File: src/rtl/inst_enc_pkg.sv
// Shared constants and types for the RV32I instruction encoder.
package inst_enc_pkg;

  localparam logic [2:0] FMT_R      = 3'd0;
  localparam logic [2:0] FMT_I      = 3'd1;
  localparam logic [2:0] FMT_ISHIFT = 3'd2;
  localparam logic [2:0] FMT_S      = 3'd3;
  localparam logic [2:0] FMT_B      = 3'd4;
  localparam logic [2:0] FMT_U      = 3'd5;
  localparam logic [2:0] FMT_J      = 3'd6;
  localparam logic [2:0] FMT_ILL    = 3'd7;

  localparam logic [6:0] OP_IMM = 7'b0010011;
  localparam logic [6:0] LOAD   = 7'b0000011;
  localparam logic [6:0] STORE  = 7'b0100011;
  localparam logic [6:0] BRANCH = 7'b1100011;
  localparam logic [6:0] JAL    = 7'b1101111;
  localparam logic [6:0] LUI    = 7'b0110111;
  localparam logic [6:0] AUIPC  = 7'b0010111;
  localparam logic [6:0] SYSTEM = 7'b1110011;

  typedef struct packed {
    logic [31:0] inst;
    logic        err;
  } enc_word_t;

  // True when v[31:lsb] is all zeros or all ones (value fits a signed field).
  function automatic logic fits_signed(input logic [31:0] v, input int unsigned lsb);
    logic [31:0] s;
    s = 32'($signed(v) >>> lsb);
    return (s == '0) || (s == '1);
  endfunction

endpackage

File: src/rtl/inst_encoder_imm_packer.sv
// Scatters an immediate into its RV32I bit positions and flags out-of-range values.
module imm_packer
  import inst_enc_pkg::*;
(
  input  logic [2:0]  fmt_i,
  input  logic [31:0] imm_i,
  output logic [6:0]  imm_hi_o,
  output logic [4:0]  imm_mid_o,
  output logic [19:0] imm_u_o,
  output logic [4:0]  imm_lo_o,
  output logic        range_err_o
);

  always_comb begin
    imm_hi_o    = imm_i[11:5];
    imm_mid_o   = imm_i[4:0];
    imm_lo_o    = imm_i[4:0];
    imm_u_o     = imm_i[31:12];
    range_err_o = 1'b0;
    case (fmt_i)
      FMT_I, FMT_S: range_err_o = !fits_signed(imm_i, 11);
      FMT_ISHIFT:   range_err_o = |imm_i[31:5];
      FMT_B: begin
        imm_hi_o    = {imm_i[12], imm_i[10:5]};
        imm_lo_o    = {imm_i[4:1], imm_i[11]};
        range_err_o = !fits_signed(imm_i, 12) || imm_i[0];
      end
      FMT_U:        range_err_o = |imm_i[11:0];
      FMT_J: begin
        imm_u_o     = {imm_i[20], imm_i[10:1], imm_i[11], imm_i[19:12]};
        range_err_o = !fits_signed(imm_i, 20) || imm_i[0];
      end
      FMT_ILL:      range_err_o = 1'b1;
      default: ;
    endcase
  end

endmodule

File: src/rtl/inst_encoder.sv
// Two-stage valid/ready RV32I instruction encoder with an address-tagging counter.
module inst_encoder
  import inst_enc_pkg::*;
#(
  parameter int                ADDR_W   = 32,
  parameter logic [ADDR_W-1:0] RST_ADDR = '0
) (
  input  logic              clk,
  input  logic              rst_n,
  input  logic              in_valid,
  output logic              in_ready,
  input  logic [2:0]        fmt,
  input  logic [6:0]        opcode,
  input  logic [4:0]        rd,
  input  logic [4:0]        rs1,
  input  logic [4:0]        rs2,
  input  logic [2:0]        funct3,
  input  logic [6:0]        funct7,
  input  logic [31:0]       imm,
  input  logic              addr_load,
  input  logic [ADDR_W-1:0] base_addr,
  output logic              out_valid,
  input  logic              out_ready,
  output logic [31:0]       out_inst,
  output logic [ADDR_W-1:0] out_addr,
  output logic              out_err,
  output logic              err_sticky
);

  logic [6:0]  imm_hi;
  logic [4:0]  imm_mid, imm_lo;
  logic [19:0] imm_u;
  logic        range_err;

  imm_packer u_imm_packer (
    .fmt_i       (fmt),
    .imm_i       (imm),
    .imm_hi_o    (imm_hi),
    .imm_mid_o   (imm_mid),
    .imm_u_o     (imm_u),
    .imm_lo_o    (imm_lo),
    .range_err_o (range_err)
  );

  enc_word_t         enc_d, s1_q, s2_q;
  logic              s1_valid_q, s2_valid_q, err_sticky_q;
  logic [ADDR_W-1:0] s1_addr_q, s2_addr_q, next_addr_q, next_addr_d, tag_addr;
  logic              s2_load, accept, handoff;

  always_comb begin
    enc_d.err  = range_err;
    enc_d.inst = '0;
    case (fmt)
      FMT_R:        enc_d.inst = {funct7, rs2, rs1, funct3, rd, opcode};
      FMT_I:        enc_d.inst = {imm_hi, imm_mid, rs1, funct3, rd, opcode};
      FMT_ISHIFT:   enc_d.inst = {funct7, imm_mid, rs1, funct3, rd, opcode};
      FMT_S, FMT_B: enc_d.inst = {imm_hi, rs2, rs1, funct3, imm_lo, opcode};
      FMT_U, FMT_J: enc_d.inst = {imm_u, rd, opcode};
      default:      enc_d.inst = '0;
    endcase
  end

  assign s2_load  = !s2_valid_q || out_ready;
  assign in_ready = !s1_valid_q || s2_load;
  assign accept   = in_valid && in_ready;
  assign handoff  = s2_valid_q && out_ready;

  // A same-cycle addr_load retags the accepted word itself, not just the next one.
  always_comb begin
    tag_addr    = addr_load ? base_addr : next_addr_q;
    next_addr_d = next_addr_q;
    if (accept)         next_addr_d = tag_addr + ADDR_W'(4);
    else if (addr_load) next_addr_d = base_addr;
  end

  always_ff @(posedge clk) begin
    if (!rst_n) begin
      s1_valid_q   <= 1'b0;
      s2_valid_q   <= 1'b0;
      s1_q         <= '0;
      s2_q         <= '0;
      s1_addr_q    <= '0;
      s2_addr_q    <= '0;
      next_addr_q  <= RST_ADDR;
      err_sticky_q <= 1'b0;
    end else begin
      next_addr_q <= next_addr_d;
      if (in_ready) begin
        s1_valid_q <= in_valid;
        if (in_valid) begin
          s1_q      <= enc_d;
          s1_addr_q <= tag_addr;
        end
      end
      // Payload only moves with a real word so out_* never shows stale bubbles.
      if (s2_load) begin
        s2_valid_q <= s1_valid_q;
        if (s1_valid_q) begin
          s2_q      <= s1_q;
          s2_addr_q <= s1_addr_q;
        end
      end
      if (handoff && s2_q.err) err_sticky_q <= 1'b1;
    end
  end

  assign out_valid  = s2_valid_q;
  assign out_inst   = s2_q.inst;
  assign out_err    = s2_q.err;
  assign out_addr   = s2_addr_q;
  assign err_sticky = err_sticky_q;

endmodule

File: config.mk
export PLATFORM = sky130hd
export DESIGN_NAME = inst_encoder
export DESIGN_NICKNAME = d
export VERILOG_FILES = /design/src/rtl/inst_enc_pkg.sv /design/src/rtl/inst_encoder_imm_packer.sv /design/src/rtl/inst_encoder.sv
export SDC_FILE = /design/constraint.sdc
export NUM_CORES = 1
export LEC_CHECK = 0
export ABC_AREA = 1
export BUFFER_PORTS_ARGS = -buffer_cell sky130_fd_sc_hd__buf_2
export CAP_MARGIN = 30
export CORE_ASPECT_RATIO = 1.1
export CORE_UTILIZATION = 59
export DETAILED_ROUTE_END_ITERATION = 6
export PLACE_DENSITY_LB_ADDON = 0.25
export SLEW_MARGIN = 20
export SYNTH_ARGS = -nofsm -noshare
export SYNTH_HDL_FRONTEND = slang
export SYNTH_SLANG_ARGS = --single-unit
File: constraint.sdc
create_clock -name clk -period 3.1 [get_ports clk]
set_input_delay 0.155 -clock clk [delete_from_list [all_inputs] [get_ports clk]]
set_output_delay 0.155 -clock clk [all_outputs]
set_load 0.01 [all_outputs]
==> impl_metrics.csv, run 1 <==
group,metric,value,unit
outcome,outcome,"complete, but fails checks",
outcome,failed_checks,"design-rule violations",
floorplan,ioPinCount,172,
yosys,synthAdderAreaFrac,0.00160,
drt,drt-vias-per-instance,5.39,
cts,ctsHoldBuffers,0,
cts,cts-resized-gates,0,
yosys,synth_top_family_by_area,"simple AND/OR/NAND/NOR gates",
cts,cts_tree,"built",
yosys,yosys_warnings,0,
critical_path,critPathCaptureType,"flip-flop",
timing,min_period_over_period,0.672,
timing,fmaxAchievable,480,MHz
floorplan,die_h,123,um
placement,numPortBuffers,171,
floorplan,die_x,112,um
critical_path,crit_type,"reg2reg",
drt,drc,26,
yosys,synth-seq-cells,165,
global_route,antenna_found_initial,0,
yosys,synthCells,1150,
floorplan,initial_core_util,0.612,
yosys,synth.most_common_cell,"nor2_1",
yosys,synth_mux_area_frac,0.00257,
yosys,synth-edff-count,0,
power,p_leak,4.41,nW
yosys,synth_compound_area_frac,0.178,
drt,via_count,7917,
placement,numPlacedInstances,1435,
timing,clock_skew,0.00652,ns
placement,routabilityCongestion,0.948,
run,cap_violations,0,
yosys,synth-xor-area-share,0,
cells_and_area,layout-drive-gt1-share,0.195,
drt,drt-initial-drc-count,736,
yosys,synth.distinct_cells,40,
cts,clock_latency,0.43,ns
timing,worst_pin_slew,0.683,ns
yosys,yosys.area.top_type,"dfxtp_1",
timing,max_slew_margin,0.544,
yosys,syn-num-nets,1255,
global_route,grt_max_degree,64,
yosys,async_flop_share,0,
yosys,synth_common_cells,"242 x nor2_1, 219 x nand2_1, 165 x dfxtp_1, 127 x inv_1, 108 x o21ai_0",
critical_path,path_max_fanout,22,
critical_path,cp-start-kind,"flip-flop",
cts,cts_inserted_buffers,17,
drt,drt_pass1_iterations,7,
global_route,grt_pass1_wl,33200,um
yosys,synth_area_leaders,"dfxtp_1 42%, nor2_1 12%, nand2_1 11%",
drt,routed_wl,20500,um
global_route,grt_pass1_vias,6973,
power,p_per_area,567,mW/mm2
timing,fin_tns_setup,0,ns
yosys,synthSimpleGateAreaFrac,0.296,
cts,cts_max_level,4,
timing,drv_slew,0,
timing,setup_viol,0,
cts,postCtsSetupBuffers,0,
power,ir_drop,0.000364,V
cells_and_area,nFillCells,1049,
cts,cts.sinks,165,
cells_and_area,final_cells,1468,
critical_path,worstPathArrival,2.45,ns
global_route,grt_overflow,0,
hold_path,hold_path.class,"in2reg",
yosys,ys_seq_area_frac,0.424,
cells_and_area,area_growth,18.9,%
yosys,syn-cell-area,0.00780,mm2
cts,root_buffer,"clkbuf_16",
timing,hold_viol,0,
timing,layout_min_cycle_time,2.08,ns
drt,wire_per_inst,14.0,um
floorplan,dieArea,0.0137,mm2
yosys,avgSynthCellArea,6.78,um2
cts,cts_buffer_depth,2,
floorplan,core-area,0.0128,mm2
timing,rsz0062_at_grt,"no",
placement,dp_hpwl,14600,um
drt,drtAntennaViolNets,0,
floorplan,rows,43,
cts,clk_pin_slew,0.06,ns
global_route,grt_usage,0.304,
yosys,synth_top_area_frac,0.424,
critical_path,cp.required,3.47,ns
cells_and_area,nNetsFinal,1402,
yosys,dominantRegCellSynth,"dfxtp_1",
-- final timing paths --
path | to | slack [ns] | start | depth (start not counted)
setup / recovery | next_addr_q[20] | 1.02 | out_valid | 11
hold / removal | err_sticky | 0.03 | out_ready | 3
setup reg to reg | next_addr_q[20] | 1.02 | out_valid | 11
hold reg to reg | out_inst[1] | 0.45 | s1_q[2] | 2
-- state kept, by name, indices dropped and copies added, names as in the netlist --
register and count:
s1_q 33, next_addr_q 32, out_addr 32, out_inst 32, s1_addr_q 32, err_sticky 1, out_err 1, out_valid 1
s1_valid_q 1
-- report_power, final --
group / switching [mW] / total [mW] / internal, mW
Combinational: 0.493 / 0.756 / 0.263
Sequential: 0.0699 / 2.34 / 2.27
Clock: 0.851 / 2.17 / 1.32
Total: 1.41 / 5.26 / 3.85
-- critical path: stages, from the launching register on --
cell and delay [ns]:
dfxtp_1 0.34, nand3_1 0.16, nand2_2 0.15, inv_2 0.34, nand2_1 0.19, nor2_2 0.17, nand2_2 0.12, nor3_4 0.16
nand3_1 0.14, nand2_1 0.08, nand2_1 0.05, nor2_1 0.10
-- kinds of logic (layout without fill, tap and decap cells) --
group           count (synthesis)  after routing
fa+ha+maj                       1              1
mux                             2              2
simple gates                  549            549
buf+inv                       187            347
flops                         165            165
compound gates                246            246
other cells                     0              1
-- metal layers --
layer / share of wire / track usage / routed length, um / vias up
li1: - / - / - / 3972
met1: 0.46 / 0.420 / 9420 / 3553
met2: 0.44 / 0.475 / 9050 / 362
met3: 0.085 / 0.0662 / 1740 / 30
met4: 0.014 / 0.0929 / 284 / 0
met5: 0 / 0 / 0 / -
-- cell type report --
class | count | area [um2] | area share
multi-input combinational | 798 | 3730 | 0.402
tap | 157 | 196 | 0.0212
inverter | 134 | 503 | 0.0542
timing repair buffer | 181 | 931 | 0.100
sequential | 165 | 3300 | 0.356
antenna | 1 | 2.50 | 0.000270
clock buffer | 22 | 464 | 0.0500
clock inverter | 10 | 145 | 0.0156
-- layout by cell type, fill, tap and decap left out, drive strengths merged, types with 14 or more instances in the layout --
cell and n:
buf 181, clkbuf 22, o21ai 139, nand3 39, dfxtp 165, nand2 228
nor3 14, a211oi 21, a21oi 61, nor2 251, inv 136
-- stage by stage --
stage                util  setup WS, ns  hold slack, ns  cell area (um2)  power [mW]
detailed placement  0.679         0.778           0.443             8660        3.12
CTS                 0.727          1.03          0.0243             9270        5.26
floorplan               -          1.47           0.317             7800        2.86
global placement    0.679         0.876           0.436             8660        3.10
finish              0.727          1.02          0.0337             9280        5.26
global route        0.727         0.808          0.0247             9270        5.46
(Power assumes the default switching activity.)
==> run 2, diff against run 1 <==
CORE_UTILIZATION = 55   (was 59)
clock period = 1.96 ns   (was 3.1 ns; I/O delays follow)
==> impl_metrics.csv, run 2 (synthesized netlist as in run 1, its figures left out) <==
group,metric,value,unit
critical_path,path_max_fanout,9,
drt,routed_wl,20700,um
cells_and_area,regMostFlops,"s1_q",
timing,clock_skew,0.00602,ns
cts,cts_max_level,4,
timing,worst_pin_slew,0.701,ns
global_route,grt_pass1_wl,33200,um
hold_path,hold_path.startpoint,"opcode[4]",
cells_and_area,utilization,0.695,
global_route,grt_max_degree,98,
global_route,grt_usage,0.289,
drt,via_count,7900,
timing,min_period_over_period,0.925,
critical_path,cp-start-kind,"input port",
cts,postCtsSetupBuffers,0,
critical_path,critPathMaxStageDelay,0.54,ns
cells_and_area,final_common_cell,"nor2_1",
cells_and_area,nNetsFinal,1431,
cells_and_area,layout-drive-gt1-share,0.209,
cts,root_buffer,"clkbuf_16",
drt,drtAntennaViolNets,0,
cts,cts_buffer_depth,2,
floorplan,initial_core_util,0.565,
power,p_clk_frac,0.407,
critical_path,crit_path_frequent_cell,"inv_1",
cts,clk_pin_slew,0.06,ns
cells_and_area,antenna_cells,0,
global_route,grt_pass1_vias,6891,
critical_path,crit_type,"in2reg",
cells_and_area,area_growth,23.0,%
critical_path,critPathCaptureType,"flip-flop",
floorplan,ioPinCount,172,
power,seq_power_share,0.442,
placement,numPortBuffers,171,
cells_and_area,mostFrequentLayoutCells,"242 x nor2_1, 219 x nand2_1, 171 x buf_2",
drt,wire_per_inst,13.6,um
critical_path,cp.required,2.27,ns
timing,layout_min_cycle_time,1.81,ns
power,p_sw,2.29,mW
cts,cts_inserted_buffers,17,
run,cap_violations,0,
hold_path,hold_path.class,"in2reg",
outcome,outcome,"complete, no violations",
placement,dp_hpwl,15200,um
drt,drt_pass1_iterations,5,
critical_path,crit_path_start,"out_ready",
power,internal_power,6.07,mW
floorplan,dieArea,0.0147,mm2
timing,fin_tns_setup,0,ns
cts,cts_tree,"built",
power,ir_drop,0.000523,V
timing,drv_slew,0,
cts,clock_latency,0.42,ns
floorplan,core-area,0.0138,mm2
power,p_comb_frac,0.151,
timing,rsz0062_at_grt,"no",
global_route,antenna_found_initial,0,
placement,routabilityCongestion,0.941,
timing,fmaxAchievable,552,MHz
timing,setup_viol,0,
cts,cts.sinks,165,
timing,hold_viol,0,
critical_path,path_cells,"dlygate4sd3_1 -> buf_2 -> inv_1 -> nand3_1 -> nand2_4 -> inv_2 -> buf_4 -> o21ai_1 -> o22ai_1 -> inv_1 -> nor2_1",
cells_and_area,largest_reg_flops,33,
drt,drt-vias-per-instance,5.17,
power,p_per_area,872,mW/mm2
power,finalPower,8.36,mW
drt,drt-initial-drc-count,578,
critical_path,slowest_stage,"dlygate4sd3_1",
critical_path,r2r-start,"out_valid",
drt,drc,0,
timing,max_slew_margin,0.528,
floorplan,die_h,127,um
floorplan,die_x,116,um
power,p_leak,4.56,nW
global_route,grt_overflow,0,
floorplan,rows,45,
critical_path,worstPathArrival,2.12,ns
power,p_sw_frac,0.274,
-- run 2: final timing paths --
path | slack, ns | depth (start not counted) | end
worst min-delay path | 0.01 | 5 | s1_q[5]
worst max register to register | 0.17 | 8 | s1_q[6]
worst min register to register | 0.46 | 2 | out_inst[6]
worst max-delay path | 0.15 | 11 | s1_q[6]
-- run 2: per-layer routing --
metal | vias to the layer above | routed length (um) | GRT usage
li1 | 4042 | - | -
met1 | 3565 | 9850 | 0.403
met2 | 271 | 9300 | 0.457
met3 | 22 | 1310 | 0.0526
met4 | 0 | 256 | 0.0756
met5 | - | 0 | 0
-- run 2: cell type report --
class / count / area (um2)
inverters: 134 / 503
repair buffers: 210 / 1200
flip-flops and latches: 165 / 3300
well taps: 188 / 235
clock buffers: 21 / 470
clock inverters: 11 / 141
fillers: 1237 / 4210
multi-input cells: 798 / 3730
-- run 2: repair_timing --
| action | in CTS | in global routing |
|---|---|---|
| hold buffers | 6 | 0 |
| endpoints found under the hold margin | 6 | 0 |
| setup endpoints to repair | 0 | 3 |
| resized for setup | 0 | 1 |
-- run 2: power by group through the flow --
stage / sequential, mW / combinational (mW) / clock, mW
floorplan: 3.79 / 0.733 / 0
global placement: 3.76 / 1.22 / 0
detailed placement: 3.76 / 1.23 / 0
CTS: 3.69 / 1.25 / 3.44
global route: 3.71 / 1.41 / 3.59
finish: 3.69 / 1.26 / 3.41
-- run 2: worst max-delay path, delay by kind of cell --
kind	cells	cell delay, ns
buf+inv	6	1.11
compound gates	2	0.52
simple gates	3	0.38
-- run 2: through the flow --
step | hold slack, ns | cell area [um2] | instances | setup WS [ns]
after global routing | 0.00899 | 9590 | 1527 | 0.0400
after global placement | 0.389 | 8910 | 1489 | 0.139
after CTS | 0.00184 | 9580 | 1527 | 0.143
after floorplan | 0.260 | 7800 | 1150 | 0.356
after detailed placement | 0.400 | 8910 | 1489 | 0.126
final | 0.0121 | 9590 | 1527 | 0.147
==> run 3, diff against run 2 <==
ABC_AREA = not set   (was 1)
==> impl_metrics.csv, run 3 <==
group,metric,value,unit
outcome,outcome,"complete, no violations",
floorplan,initial_core_util,0.564,
yosys,syn-num-nets,992,
floorplan,ioPinCount,172,
drt,via_count,7167,
critical_path,path_max_fanout,6,
drt,drt-vias-per-instance,5.59,
power,p_per_area,803,mW/mm2
drt,drt_pass1_iterations,6,
timing,clock_skew,0.00671,ns
cts,cts_max_level,4,
cts,cts_tree,"built",
power,seq_power_share,0.460,
global_route,met1_usage,0.328,
cells_and_area,layout-drive-gt1-share,0.265,
yosys,avgSynthCellArea,8.80,um2
timing,min_period_over_period,0.959,
power,ir_drop,0.000604,V
cts,clock_latency,0.42,ns
yosys,synth_common_cells,"185 x nand2_1, 165 x dfxtp_1, 70 x a21boi_0, 52 x clkbuf_1, 40 x nor2b_1",
cts,postCtsSetupBuffers,0,
drt,drt-initial-drc-count,433,
hold_path,hold_path.class,"in2reg",
yosys,synth_area_leaders,"dfxtp_1 42%, nand2_1 8.9%, a21boi_0 6.7%",
yosys,yosys.area.top_type,"dfxtp_1",
cts,cts_inserted_buffers,17,
timing,layout_min_cycle_time,1.88,ns
yosys,async_flop_share,0,
critical_path,cp.required,2.28,ns
global_route,grt_max_degree,85,
floorplan,die_x,116,um
cts,cts_buffer_depth,2,
floorplan,rows,45,
yosys,ys_seq_area_frac,0.423,
timing,fmaxAchievable,532,MHz
power,p_clk_frac,0.402,
floorplan,die_h,127,um
yosys,synth-seq-cells,165,
timing,hold_viol,0,
global_route,grt_pass1_vias,6700,
placement,dp_hpwl,14800,um
global_route,grt_pass1_wl,32700,um
cells_and_area,final_common_cell,"nand2_1",
yosys,synth.most_common_cell,"nand2_1",
critical_path,critPathMaxStageDelay,0.54,ns
drt,drtAntennaViolNets,0,
cells_and_area,largest_reg_flops,33,
timing,setup_viol,0,
critical_path,path_cells,"dlygate4sd3_1 -> buf_2 -> and3b_1 -> buf_4 -> inv_1 -> nand2_1 -> buf_4 -> nor2_1 -> nor4bb_1 -> xnor2_1 -> and2_1",
power,p_sw_frac,0.265,
critical_path,cp-start-kind,"input port",
cts,clk_pin_slew,0.06,ns
yosys,synth_top_area_frac,0.423,
placement,routabilityCongestion,0.910,
power,p_leak,4.44,nW
critical_path,crit_path_frequent_cell,"buf_4",
floorplan,core-area,0.0139,mm2
global_route,use_met2,0.502,
timing,fin_tns_setup,0,ns
floorplan,dieArea,0.0147,mm2
power,p_comb_frac,0.138,
timing,rsz0062_at_grt,"yes",
critical_path,r2r_cells,7,
cells_and_area,nFillCells,1196,
critical_path,slowest_stage,"dlygate4sd3_1",
yosys,yosys_warnings,0,
timing,max_slew_margin,0.580,
cells_and_area,nNetsFinal,1186,
drt,routed_wl,20300,um
timing,drv_slew,0,
global_route,grt_usage,0.286,
yosys,syn-cell-area,0.00781,mm2
yosys,synth.distinct_cells,65,
timing,worst_pin_slew,0.613,ns
yosys,dominantRegCellSynth,"dfxtp_1",
drt,drc,0,
hold_path,whs_path_depth,3,
yosys,synthCells,887,
cells_and_area,antenna_cells,0,
global_route,grt_util_met3,0.0617,
critical_path,crit_type,"in2reg",
power,p_sw,2.09,mW
cts,root_buffer,"clkbuf_16",
global_route,antenna_found_initial,0,
run,cap_violations,0,
cells_and_area,regMostFlops,"s1_q",
power,internal_power,5.80,mW
cts,cts.sinks,165,
global_route,grt_overflow,0,
drt,wire_per_inst,15.9,um
yosys,synth-edff-count,0,
cells_and_area,area_growth,25.8,%
global_route,grt_most_used_layer,"met2",
critical_path,worstPathArrival,2.20,ns
cells_and_area,mostFrequentLayoutCells,"184 x nand2_1, 170 x buf_2, 165 x dfxtp_1",
placement,numPortBuffers,171,
power,finalPower,7.89,mW
critical_path,critPathCaptureType,"flip-flop",
-- run 3: cell types whose count changed after synthesis, moves of 19 or more --
cell	delta
nor2_1	-223
inv_1	-121
o21ai_0	-91
a21boi_0	+69
a21oi_1	-43
nor2b_1	+40
mux2i_1	+37
o211a_1	+36
nand2_1	-34
a22oi_1	+26
and2_1	+20
o21ai_1	-19
-- run 3: cell type report --
type	count	area [um2]	area share
Clock inverter	12	119	0.0121
Sequential cell	165	3300	0.336
Timing Repair Buffer	244	1490	0.152
Clock buffer	20	437	0.0445
Multi-Input combinational cell	647	4210	0.429
Inverter	6	22.5	0.00229
Tap cell	188	235	0.0239
-- run 3: per-layer routing --
layer	share of wire	vias up
met2	0.51	221
li1	-	3530
met5	0	-
met4	0.037	0
met3	0.052	47
met1	0.41	3369
-- run 3: cells by family (layout without fill, tap and decap cells) --
kind of cell,count (synthesis),count (layout),synth area share
AOI/OAI and AO/OA,227,227,0.227
xor gates and xnor gates,18,18,0.0202
adders and majority gates,1,1,0.00160
buffers and inverters,75,282,0.0413
DFF,165,165,0.423
muxes,41,41,0.0529
and+or+nand+nor,360,360,0.234
-- run 3: timing repair --
item	4_1_cts	5_1_grt
hold endpoints to repair	8	0
hold buffers	8	0
gates resized for setup	0	4
setup endpoints to repair	0	8
-- run 3: power by group through the flow --
stage	combinational, mW	clock, mW	sequential, mW
final	1.09	3.17	3.63
after global placement	1.06	0	3.70
after CTS	1.09	3.23	3.63
after global routing	1.20	3.38	3.64
after floorplan	0.633	0	3.69
after detailed placement	1.07	0	3.70
-- run 3: path summary, 6_finish.rpt --
path | startpoint | to | slack (ns)
worst max-delay path | out_ready | next_addr_q[22] | 0.08
worst min-delay path | base_addr[1] | next_addr_q[1] | 0.02
worst max register to register | next_addr_q[21] | next_addr_q[27] | 0.09
worst min register to register | out_inst[0] | out_inst[0] | 0.46
-- run 3: worst max-delay path, delay by kind of cell --
family	cells	cell delay, ns
buf+inv	5	1.08
simple gates	5	0.92
xor+xnor	1	0.09
-- run 3: through the flow --
stage,setup slack (ns),area (um2),hold slack (ns),utilization,std cells
finish,0.0809,9820,0.0247,0.709,1282
global placement,-0.172,9170,0.358,0.662,1242
detailed placement,-0.207,9170,0.367,0.662,1242
CTS,0.0899,9810,0.000202,0.708,1282
global route,-0.0423,9820,0.0274,0.709,1282
floorplan,-0.234,7850,0.269,-,887
